==> config.mk <==
export PLATFORM = sky130hd
export DESIGN_NAME = jt6295_ctrl_q
export DESIGN_NICKNAME = d
export VERILOG_FILES = /design/src/rtl/jt6295_pkg.sv /design/src/rtl/jt6295_reqfifo.sv /design/src/rtl/jt6295_ctrl_q.sv
export SDC_FILE = /design/constraint.sdc
export NUM_CORES = 1
export LEC_CHECK = 0
export CORE_MARGIN = 2
export CORE_UTILIZATION = 45
export DETAILED_ROUTE_END_ITERATION = 8
export MAX_ROUTING_LAYER = met4
export PLACE_DENSITY_LB_ADDON = 0.08
export SLEW_MARGIN = 20
export SYNTH_ARGS = -nofsm -noshare
export SYNTH_HDL_FRONTEND = slang
export SYNTH_SLANG_ARGS = --single-unit
==> constraint.sdc <==
create_clock -name clk -period 2.5 [get_ports clk]
set_clock_uncertainty 0.15 [all_clocks]
set_input_delay 0.5 -clock clk [delete_from_list [all_inputs] [get_ports clk]]
set_output_delay 0.5 -clock clk [all_outputs]
set_load 0.05 [all_outputs]
==> src/rtl/jt6295_pkg.sv <==
// Shared encodings and command-byte field positions for the JT6295 phrase controller.
package jt6295_pkg;

   typedef enum logic [1:0] {
      ST_IDLE  = 2'd0,
      ST_FETCH = 2'd1,
      ST_LOAD  = 2'd2
   } state_e;

   localparam int TBL_BYTES     = 6;
   localparam int CMD_START_BIT = 7;
   localparam int STOP_LSB      = 3;
   localparam int MASK_LSB      = 4;

endpackage

==> src/rtl/jt6295_reqfifo.sv <==
// Small synchronous FIFO for queued start requests; a push is accepted when full
// only if a pop happens in the same cycle.
module jt6295_reqfifo #(
   parameter int QD = 2,
   parameter int W  = 15
) (
   input  logic         clk,
   input  logic         rst,
   input  logic         push,
   input  logic [W-1:0] wdata,
   input  logic         pop,
   output logic [W-1:0] rdata,
   output logic         full,
   output logic         empty
);

   localparam int PW = (QD > 1) ? $clog2(QD) : 1;
   localparam int CW = $clog2(QD + 1);

   logic [W-1:0]  mem_q [QD];
   logic [PW-1:0] wr_ptr_q, rd_ptr_q;
   logic [CW-1:0] count_q;
   logic          do_push;

   function automatic logic [PW-1:0] ptr_inc(input logic [PW-1:0] p);
      return (p == PW'(QD - 1)) ? '0 : p + 1'b1;
   endfunction

   assign full    = (count_q == CW'(QD));
   assign empty   = (count_q == '0);
   assign do_push = push && (!full || pop);
   assign rdata   = mem_q[rd_ptr_q];

   // NOTE: storage has no reset; the count and pointers alone define validity.
   always_ff @(posedge clk) begin
      if (do_push) mem_q[wr_ptr_q] <= wdata;
   end

   // NOTE: sequential state uses non-blocking assignments only.
   always_ff @(posedge clk) begin
      if (rst) begin
         wr_ptr_q <= '0;
         rd_ptr_q <= '0;
         count_q  <= '0;
      end else begin
         if (do_push) wr_ptr_q <= ptr_inc(wr_ptr_q);
         if (pop)     rd_ptr_q <= ptr_inc(rd_ptr_q);
         case ({do_push, pop})
            2'b10:   count_q <= count_q + 1'b1;
            2'b01:   count_q <= count_q - 1'b1;
            default: count_q <= count_q;
         endcase
      end
   end

endmodule

==> src/rtl/jt6295_ctrl_q.sv <==
// JT6295 command decoder and phrase-table fetcher: decodes CPU start/stop writes,
// queues start requests and reads each 6-byte table entry before strobing channels.
module jt6295_ctrl_q
   import jt6295_pkg::*;
#(
   parameter int CH  = 4,
   parameter int AW  = 18,
   parameter int QD  = 2,
   parameter int PHW = 7
) (
   input  logic           clk,
   input  logic           rst,
   input  logic           wrn,
   input  logic [7:0]     din,
   output logic [PHW+2:0] rom_addr,
   output logic           rom_cs,
   input  logic [7:0]     rom_data,
   input  logic           rom_ok,
   input  logic [CH-1:0]  busy,
   output logic [CH-1:0]  start,
   output logic [CH-1:0]  stop,
   output logic [AW-1:0]  start_addr,
   output logic [AW-1:0]  stop_addr,
   output logic [3:0]     att,
   output logic           ovf
);

   localparam int FW = PHW + CH + 4;

   logic            last_wrn_q, wr_ev;
   logic            byte2_q;
   logic [PHW-1:0]  phrase_q;
   logic            push_q;
   logic [FW-1:0]   push_data_q;
   logic [CH-1:0]   stop_q;
   logic            ovf_q;
   logic [CH-1:0]   cmd_mask;

   logic            fifo_pop, fifo_full, fifo_empty;
   logic [FW-1:0]   fifo_rdata;

   state_e          state_q, state_d;
   logic [2:0]      idx_q, idx_d;
   logic            settle_q, settle_d;
   logic            rom_cs_q, rom_cs_d;
   logic [PHW-1:0]  cur_phrase_q, cur_phrase_d;
   logic [CH-1:0]   cur_mask_q, cur_mask_d;
   logic [3:0]      cur_att_q, cur_att_d;
   logic [AW-1:0]   start_acc_q, start_acc_d;
   logic [AW-1:0]   stop_acc_q, stop_acc_d;
   logic [CH-1:0]   start_q, start_d;
   logic [AW-1:0]   start_addr_q, start_addr_d;
   logic [AW-1:0]   stop_addr_q, stop_addr_d;
   logic [3:0]      att_q, att_d;

   assign wr_ev    = wrn & ~last_wrn_q;
   assign cmd_mask = din[MASK_LSB +: CH];

   always_ff @(posedge clk) begin
      if (rst) begin
         last_wrn_q  <= 1'b1;
         byte2_q     <= 1'b0;
         phrase_q    <= '0;
         push_q      <= 1'b0;
         push_data_q <= '0;
         stop_q      <= '0;
         ovf_q       <= 1'b0;
      end else begin
         last_wrn_q <= wrn;
         push_q     <= 1'b0;
         stop_q     <= '0;
         if (push_q && fifo_full && !fifo_pop) ovf_q <= 1'b1;
         if (wr_ev) begin
            if (byte2_q) begin
               byte2_q     <= 1'b0;
               push_q      <= (cmd_mask != '0);
               push_data_q <= {phrase_q, cmd_mask, din[3:0]};
            end else if (din[CMD_START_BIT]) begin
               phrase_q <= din[PHW-1:0];
               byte2_q  <= 1'b1;
            end else begin
               stop_q <= din[STOP_LSB +: CH];
            end
         end
      end
   end

   jt6295_reqfifo #(
      .QD (QD),
      .W  (FW)
   ) u_fifo (
      .clk   (clk),
      .rst   (rst),
      .push  (push_q),
      .wdata (push_data_q),
      .pop   (fifo_pop),
      .rdata (fifo_rdata),
      .full  (fifo_full),
      .empty (fifo_empty)
   );

   always_ff @(posedge clk) begin
      if (rst) begin
         state_q      <= ST_IDLE;
         idx_q        <= '0;
         settle_q     <= 1'b0;
         rom_cs_q     <= 1'b0;
         cur_phrase_q <= '0;
         cur_mask_q   <= '0;
         cur_att_q    <= '0;
         start_acc_q  <= '0;
         stop_acc_q   <= '0;
         start_q      <= '0;
         start_addr_q <= '0;
         stop_addr_q  <= '0;
         att_q        <= '0;
      end else begin
         state_q      <= state_d;
         idx_q        <= idx_d;
         settle_q     <= settle_d;
         rom_cs_q     <= rom_cs_d;
         cur_phrase_q <= cur_phrase_d;
         cur_mask_q   <= cur_mask_d;
         cur_att_q    <= cur_att_d;
         start_acc_q  <= start_acc_d;
         stop_acc_q   <= stop_acc_d;
         start_q      <= start_d;
         start_addr_q <= start_addr_d;
         stop_addr_q  <= stop_addr_d;
         att_q        <= att_d;
      end
   end

   // NOTE: every signal gets a default before the case so no latch is inferred.
   always_comb begin
      state_d      = state_q;
      idx_d        = idx_q;
      settle_d     = settle_q;
      rom_cs_d     = rom_cs_q;
      cur_phrase_d = cur_phrase_q;
      cur_mask_d   = cur_mask_q;
      cur_att_d    = cur_att_q;
      start_acc_d  = start_acc_q;
      stop_acc_d   = stop_acc_q;
      start_d      = '0;
      start_addr_d = start_addr_q;
      stop_addr_d  = stop_addr_q;
      att_d        = att_q;
      fifo_pop     = 1'b0;
      case (state_q)
         ST_IDLE: begin
            if (!fifo_empty) begin
               fifo_pop     = 1'b1;
               cur_phrase_d = fifo_rdata[FW-1 -: PHW];
               cur_mask_d   = fifo_rdata[4 +: CH];
               cur_att_d    = fifo_rdata[3:0];
               idx_d        = '0;
               settle_d     = 1'b1;
               rom_cs_d     = 1'b1;
               state_d      = ST_FETCH;
            end
         end
         ST_FETCH: begin
            if (settle_q) begin
               settle_d = 1'b0;
            end else if (rom_ok) begin
               // Shifting three bytes in keeps exactly the low AW bits of the 24-bit address.
               if (idx_q < 3'd3) start_acc_d = {start_acc_q[AW-9:0], rom_data};
               else              stop_acc_d  = {stop_acc_q[AW-9:0], rom_data};
               settle_d = 1'b1;
               if (idx_q == 3'(TBL_BYTES - 1)) state_d = ST_LOAD;
               else                            idx_d   = idx_q + 1'b1;
            end
         end
         ST_LOAD: begin
            start_d      = cur_mask_q & ~busy;
            start_addr_d = start_acc_q;
            stop_addr_d  = stop_acc_q;
            att_d        = cur_att_q;
            rom_cs_d     = 1'b0;
            state_d      = ST_IDLE;
         end
         default: state_d = ST_IDLE;
      endcase
   end

   assign rom_addr   = {cur_phrase_q, idx_q};
   assign rom_cs     = rom_cs_q;
   assign start      = start_q;
   assign stop       = stop_q;
   assign start_addr = start_addr_q;
   assign stop_addr  = stop_addr_q;
   assign att        = att_q;
   assign ovf        = ovf_q;

endmodule

Yosys cells after proc, flatten, opt, wreduce, memory -nomap -nowiden
Memories as Yosys holds them, arrays and structs flattened. A register that Yosys moved wholly into a read port is not among the register bits.
Index checks and enable logic that the tools add are counted.
{"block": "word_totals", "output_inout_bits": 60, "inputBits": 24, "elab_cells": 96, "mem_bits_rw": 30, "memories": 1, "reg_bits": 121}
{"block": "op_classes", "n_eq_ne": 11, "magnitude_cmp": 1, "muxes": 24, "n_addsub": 5, "bitwise_logic": 10, "reduce_logical": 24}
{"name": "u_fifo.mem_q", "words": 2, "word_bits": 15, "rd": 1, "rd_clocked_by_memory_dff": 1, "wr": 1, "line_no": "jt6295_reqfifo.sv:20", "text": "logic [W-1:0] mem_q [QD];"}
{"cell": "two-way mux 3 bit", "n": 4}
{"cell": "AND reduction 4 bit", "n": 3}
{"cell": "two-way mux 1 bit", "n": 11}
{"cell": "!= test 2 bit, second input constant", "n": 5}
{"cell": "two-way mux 2 bit", "n": 4}
{"cell": "one-hot mux 2 bit (2 select lines)", "n": 2}
{"cell": "AND reduction 2 bit", "n": 4}
{"cell": "NOT 1 bit", "n": 7}
{"cell": "equality test 2 bit, second input constant", "n": 3}
{"cell": "one-hot mux 3 bit (2 select lines)", "n": 1}
{"cell": "nonzero test 2 bit", "n": 3}
{"cell": "AND reduction 5 bit", "n": 1}
{"cell": "AND 4 bit", "n": 1}
{"cell": "equality test 2 x 1 -> 1 bit, second input constant", "n": 2}
{"cell": "zero test 2 bit", "n": 2}
{"cell": "NOT 4 bit", "n": 1}
{"cell": "one-hot mux 1 bit (2 select lines)", "n": 2}
{"cell": "nonzero test 4 bit", "n": 1}
{"cell": "OR reduction 4 bit", "n": 1}
{"cell": "adder 3 x 1 -> 3 bit, second input constant", "n": 1}
{"cell": "equality test 3 bit, second input constant", "n": 1}
{"cell": "logical AND 1 bit", "n": 3}
{"cell": "less-than comparator 3 x 2 -> 1 bit, second input constant", "n": 1}
{"cell": "AND reduction 3 bit", "n": 1}
{"cell": "other kinds (8)", "n": 10}

Logic depth before layout (Yosys ltp)
{"block": "depth", "ltp_word": 7, "mapped_depth": 9, "mapped_depth_nobuf": 7}

Cells and area by module
From an unflattened synthesis, not the netlist that was laid out.
{"block": "unflattened", "cells_unflattened": 638, "area_unflattened_um2": 6059.6}
{"module": "jt6295_ctrl_q", "cells_per_inst": 563, "seq_area_each_um2": 2642.5, "area_per_inst_um2": 4732.0, "instances": 1}
{"module": "jt6295_reqfifo", "cells_per_inst": 75, "seq_area_each_um2": 1001.0, "area_per_inst_um2": 1327.5, "instances": 1}

Worst setup path after synthesis
Ideal clock, no wire load.
{"block": "synth_timing", "path_kind": "register to register", "startpoint": "register state_q[0]", "endpoint": "register u_fifo.count_q[1]", "arrival_time_ps": 1830, "stages_incl_launch_ff": 9, "synth_period_minus_slack_ps": 2050, "setup_ps": 70, "n_path_buf": 2, "t_required_ps": 2280, "path_slack_ps": 450, "cell_sequence": "dfxtp_1 -> o21ba_2 -> buf_2 -> nand2_2 -> inv_2 -> buf_4 -> ha_1 -> or3_1 -> a21oi_1"}
{"block": "synth_via", "elab_chain_len": 6, "elab_cells_between_ends": 8, "cone_classes": "eq/ne: 2; mux: 2; reduce/logical: 4"}
{"element": "start: declaration", "line_no": "jt6295_ctrl_q.sv:42", "text": "state_e state_q, state_d;"}
{"element": "start signal: assignment", "line_no": "jt6295_ctrl_q.sv:118", "text": "state_q <= state_d;"}
{"element": "zero test 2 bit *", "line_no": "jt6295_ctrl_q.sv:150", "text": "case (state_q)"}
{"element": "two-way mux 1 bit *", "line_no": "jt6295_ctrl_q.sv:150"}
{"element": "via fifo_pop", "line_no": "jt6295_ctrl_q.sv:39", "text": "logic fifo_pop, fifo_full, fifo_empty;"}
{"element": "logical OR 1 bit", "line_no": "jt6295_reqfifo.sv:31", "text": "assign do_push = push && (!full || pop);"}
{"element": "logical AND 1 bit", "line_no": "jt6295_reqfifo.sv:31"}
{"element": "equality test 2 x 1 -> 1 bit or equality test 2 bit (tied branches)", "line_no": "jt6295_reqfifo.sv:48", "text": "case ({do_push, pop})"}
{"element": "one-hot mux 2 bit (2 select lines) or nonzero test 2 bit (tied branches)"}
{"element": "end signal: assignment", "line_no": "jt6295_reqfifo.sv:49", "text": "2'b10: count_q <= count_q + 1'b1;"}
{"element": "end signal: assignment", "line_no": "jt6295_reqfifo.sv:50", "text": "2'b01: count_q <= count_q - 1'b1;"}
{"element": "end signal: assignment", "line_no": "jt6295_reqfifo.sv:51", "text": "default: count_q <= count_q;"}
{"element": "end: declaration", "line_no": "jt6295_reqfifo.sv:22", "text": "logic [CW-1:0] count_q;"}
The timed path passes the listed nets; every way through them passes the cells marked *.
A chain may end at the register's enable or synchronous reset.

Worst setup path in the final report
{"block": "layout_timing", "startpoint": "register idx_q[2]", "endpoint": "output port rom_addr[2]"}
{"element": "start: declaration", "line_no": "jt6295_ctrl_q.sv:43", "text": "logic [2:0] idx_q, idx_d;"}
{"element": "start signal: assignment", "line_no": "jt6295_ctrl_q.sv:119", "text": "idx_q <= idx_d;"}
{"element": "end: declaration", "line_no": "jt6295_ctrl_q.sv:15", "text": "output logic [PHW+2:0] rom_addr,"}
No word-level cell between the ends.

==> qor.csv <==
stage,metric,value,unit
logic_synthesis,syn nets,505,
logic_synthesis,Post-synth ARST share,0,%
clock_tree,worst skew pair latency,0.42,ns
setup_path,Crit path buffers/inverters,1,
setup_path,"CP delay by family, top",buffers and inverters,
logic_synthesis,sequential fraction of the synthesis area,61.6,%
finish,layout cells sized above 1,11.1,%
logic_synthesis,Cells after Synth,478,
drt,drt drc,0,
timing,fin. max-slew vios,0,
drt,Routed wire per std cell,15.0,um
global_route,first-pass GRT wire length,18800,um
timing,number of setup violations in the final report,0,
logic_synthesis,post-synth top area cell,dfxtp_1,
logic_synthesis,area share of the largest cell type after synthesis,46.3,%
global_route,initial antenna violation count,0,
logic_synthesis,"Top FF cell, synth",dfxtp_1,
drt,DR vias/cell,4.99,
timing,worst-margin pin slew,0.781,ns
setup_path,worst-path cell chain,clkdlybuf4s50_1,
drt,router iterations before antenna repair,4,
die,initial core utilization,46.4,%
setup_path,Worst path slowest cell,clkdlybuf4s50_1,
clock_tree,clock sink count,166,
logic_synthesis,Post-synth EDFFs,30,
drt,number of DRC markers in iteration 0,155,
pwr,Lkg Pwr,2.69,nW
clock_tree,root buffer cell,clkbuf_16,
drt,Total Wirelength,11200,um
pwr,Pwr Density,839,nW/um^2
finish,ANT cells,0,
timing,period utilization,95.2,%
min_path,Hold WC Path Type,flip-flop to flip-flop,
die,row cnt,41,
timing,Final Hold Fails,0,
placed_design,post-DP HPWL,7700,um
placed_design,RePlAce Congestion,0.723,
setup_path,largest fanout on the critical path,8,
clock_tree,CTS tree,yes,
timing,RSZ-0062 raised after global routing,false,
die,core footprint,12700,um^2
logic_synthesis,Yosys cell types,46,
finish,# fillers,1064,
setup_path,Startpoint Class,flip-flop,
pwr,VDD IR max,0.454,mV
placed_design,number of port buffers,83,
timing,Setup TNS Final,0,ns
timing,relative slew slack,47.9,%
logic_synthesis,synth warn,0,
die,Die H,118,um
timing,Max Freq,0.420,GHz
clock_tree,Num CTS Buffers,17,
clock_tree,Post-CTS Setup Bufs,0,
finish,final layout net count,593,
clock_tree,Max Buffers Root-to-Sink,2,
setup_path,crit end category,primary output,
logic_synthesis,Area contributors post-synth,"dfxtp_1 (46%), edfxtp_1 (15%), mux2i_1 (8.7%)",
setup_path,CP Class,flip-flop to primary output,
finish,fin util,59.7,%
logic_synthesis,Syn Std Cell Area,5880,um^2
die,die width,118,um
global_route,vias in the first global route,3822,
finish,synthesis-to-layout area growth,28.7,%
timing,clock period minus final worst setup slack,2.38,ns
clock_tree,clk slew on worst S/H paths,0.06,ns
global_route,"Remaining Overflow, GRT",0,
setup_path,CP peak stage delay,0.86,ns
global_route,Total Routing Usage GR,17.4,%
die,num ports,84,
clock_tree,CTS HTree Levels,4,
drt,DR vias,3750,
placed_design,Place WS,0.149,ns
setup_path,Worst Path Required,1.85,ns
clock_tree,Post-CTS Resized,0,
die,Die Area,14000,um^2
job,Max Cap Viol,0,
drt,"antenna viol nets, final",0,
timing,setup ws final,0.120,ns
setup_path,data arrival time of the critical path,1.73,ns
logic_synthesis,Mean Syn Cell Area,12.3,um^2
clock_tree,# hold bufs at CTS,0,
status,status,completed,
global_route,largest net degree at the start of global routing,44,
logic_synthesis,Yosys reg bits,166,
## synth_stat cells (3+ instances only)
cell	n
inv_1	5
nor2_1	16
o21ai_1	9
buf_2	19
and2_1	4
o21ai_0	11
a21oi_1	23
or3_1	3
a22o_1	55
and3b_1	4
nor2b_1	8
dfxtp_1	136
nand2b_1	42
edfxtp_1	30
ha_1	3
mux2i_1	51
clkbuf_1	10
a211oi_1	15
## path summary, 6_finish.rpt
check,depth (start not counted),endpoint,slack [ns],startpoint
min,0,u_fifo.mem_q[0][9],0.31,push_data_q[9]
max reg2reg,7,u_fifo.count_q[1],0.52,state_q[1]
max,1,rom_addr[2],0.12,idx_q[2]
min reg2reg,0,u_fifo.mem_q[0][9],0.31,push_data_q[9]
## cell type report
type / instances / area, um^2 / share of cell area, %
Clock buffer: 26 / 552 / 7.29
Clock inverter: 6 / 81.3 / 1.07
Inverter: 6 / 22.5 / 0.298
Multi-Input combinational cell: 273 / 2100 / 27.7
Sequential cell: 166 / 3620 / 47.9
Tap cell: 172 / 215 / 2.84
Timing Repair Buffer: 102 / 976 / 12.9
## registers in the layout (all words and copies together), names as in the netlist, 2 cells and up
register	cells
att	4
cur_att_q	4
cur_mask_q	4
cur_phrase_q	7
idx_q	3
phrase_q	7
push_data_q	15
start	4
start_acc_q	18
start_addr	18
state_q	2
stop	4
stop_acc_q	18
stop_addr	18
u_fifo.count_q	2
u_fifo.mem_q	30
## power by group
group / internal, W / switching (W)
sequential: 0.00282 / 0.0000651
combinational: 0.000315 / 0.000433
clock: 0.00172 / 0.000993
total: 0.00486 / 0.00149
## layout by cell type (no fill, tap or decap), types with 2 or more instances in the layout
master	netlist	routed
dfxtp_1	136	136
clkdlybuf4s50_1	0	82
a22o_1	55	55
mux2i_1	51	51
nand2b_1	42	42
edfxtp_1	30	30
a21oi_1	23	22
clkbuf_16	0	19
buf_4	2	18
nor2_1	16	15
a211oi_1	15	15
o21ai_0	11	11
o21ai_1	9	9
nor2b_1	8	8
inv_1	5	5
clkbuf_8	0	5
and2_1	4	4
and3b_1	4	4
or3_1	3	3
ha_1	3	3
clkinv_2	0	3
o21ba_2	2	2
a211o_1	2	2
mux2_2	2	2
bufinv_16	0	2
clkbuf_1	10	2
## kinds of logic after synthesis
| logic type | after synthesis | synth area share, % |
|---|---|---|
| DFF | 166 | 61.6 |
| xor gates and xnor gates | 2 | 0.298 |
| buffers and inverters | 39 | 3.28 |
| adders and majority gates | 3 | 0.638 |
| muxes | 53 | 9.06 |
| and+or+nand+nor | 91 | 9.79 |
| AOI/OAI and AO/OA | 124 | 15.3 |
## layer usage
layer | share of wire (%) | GRT usage (%)
met1 | 43 | 18.8
met2 | 52 | 29.7
met3 | 3.8 | 5.02
met4 | 1.7 | 7.98
met5 | 0 | -
## per-stage QoR
| stage | hold WS, ns | area (um^2) | cells | power [W] |
|---|---|---|---|---|
| after floorplan | 0.276 | 5880 | 478 | 0.00347 |
| after global placement | 0.295 | 6910 | 718 | 0.00368 |
| after detailed placement | 0.298 | 6910 | 718 | 0.00370 |
| after CTS | 0.312 | 7550 | 750 | 0.00640 |
| after global routing | 0.331 | 7570 | 751 | 0.00662 |
| final | 0.312 | 7570 | 751 | 0.00635 |
No activity file was read; power rests on OpenSTA's default activity.
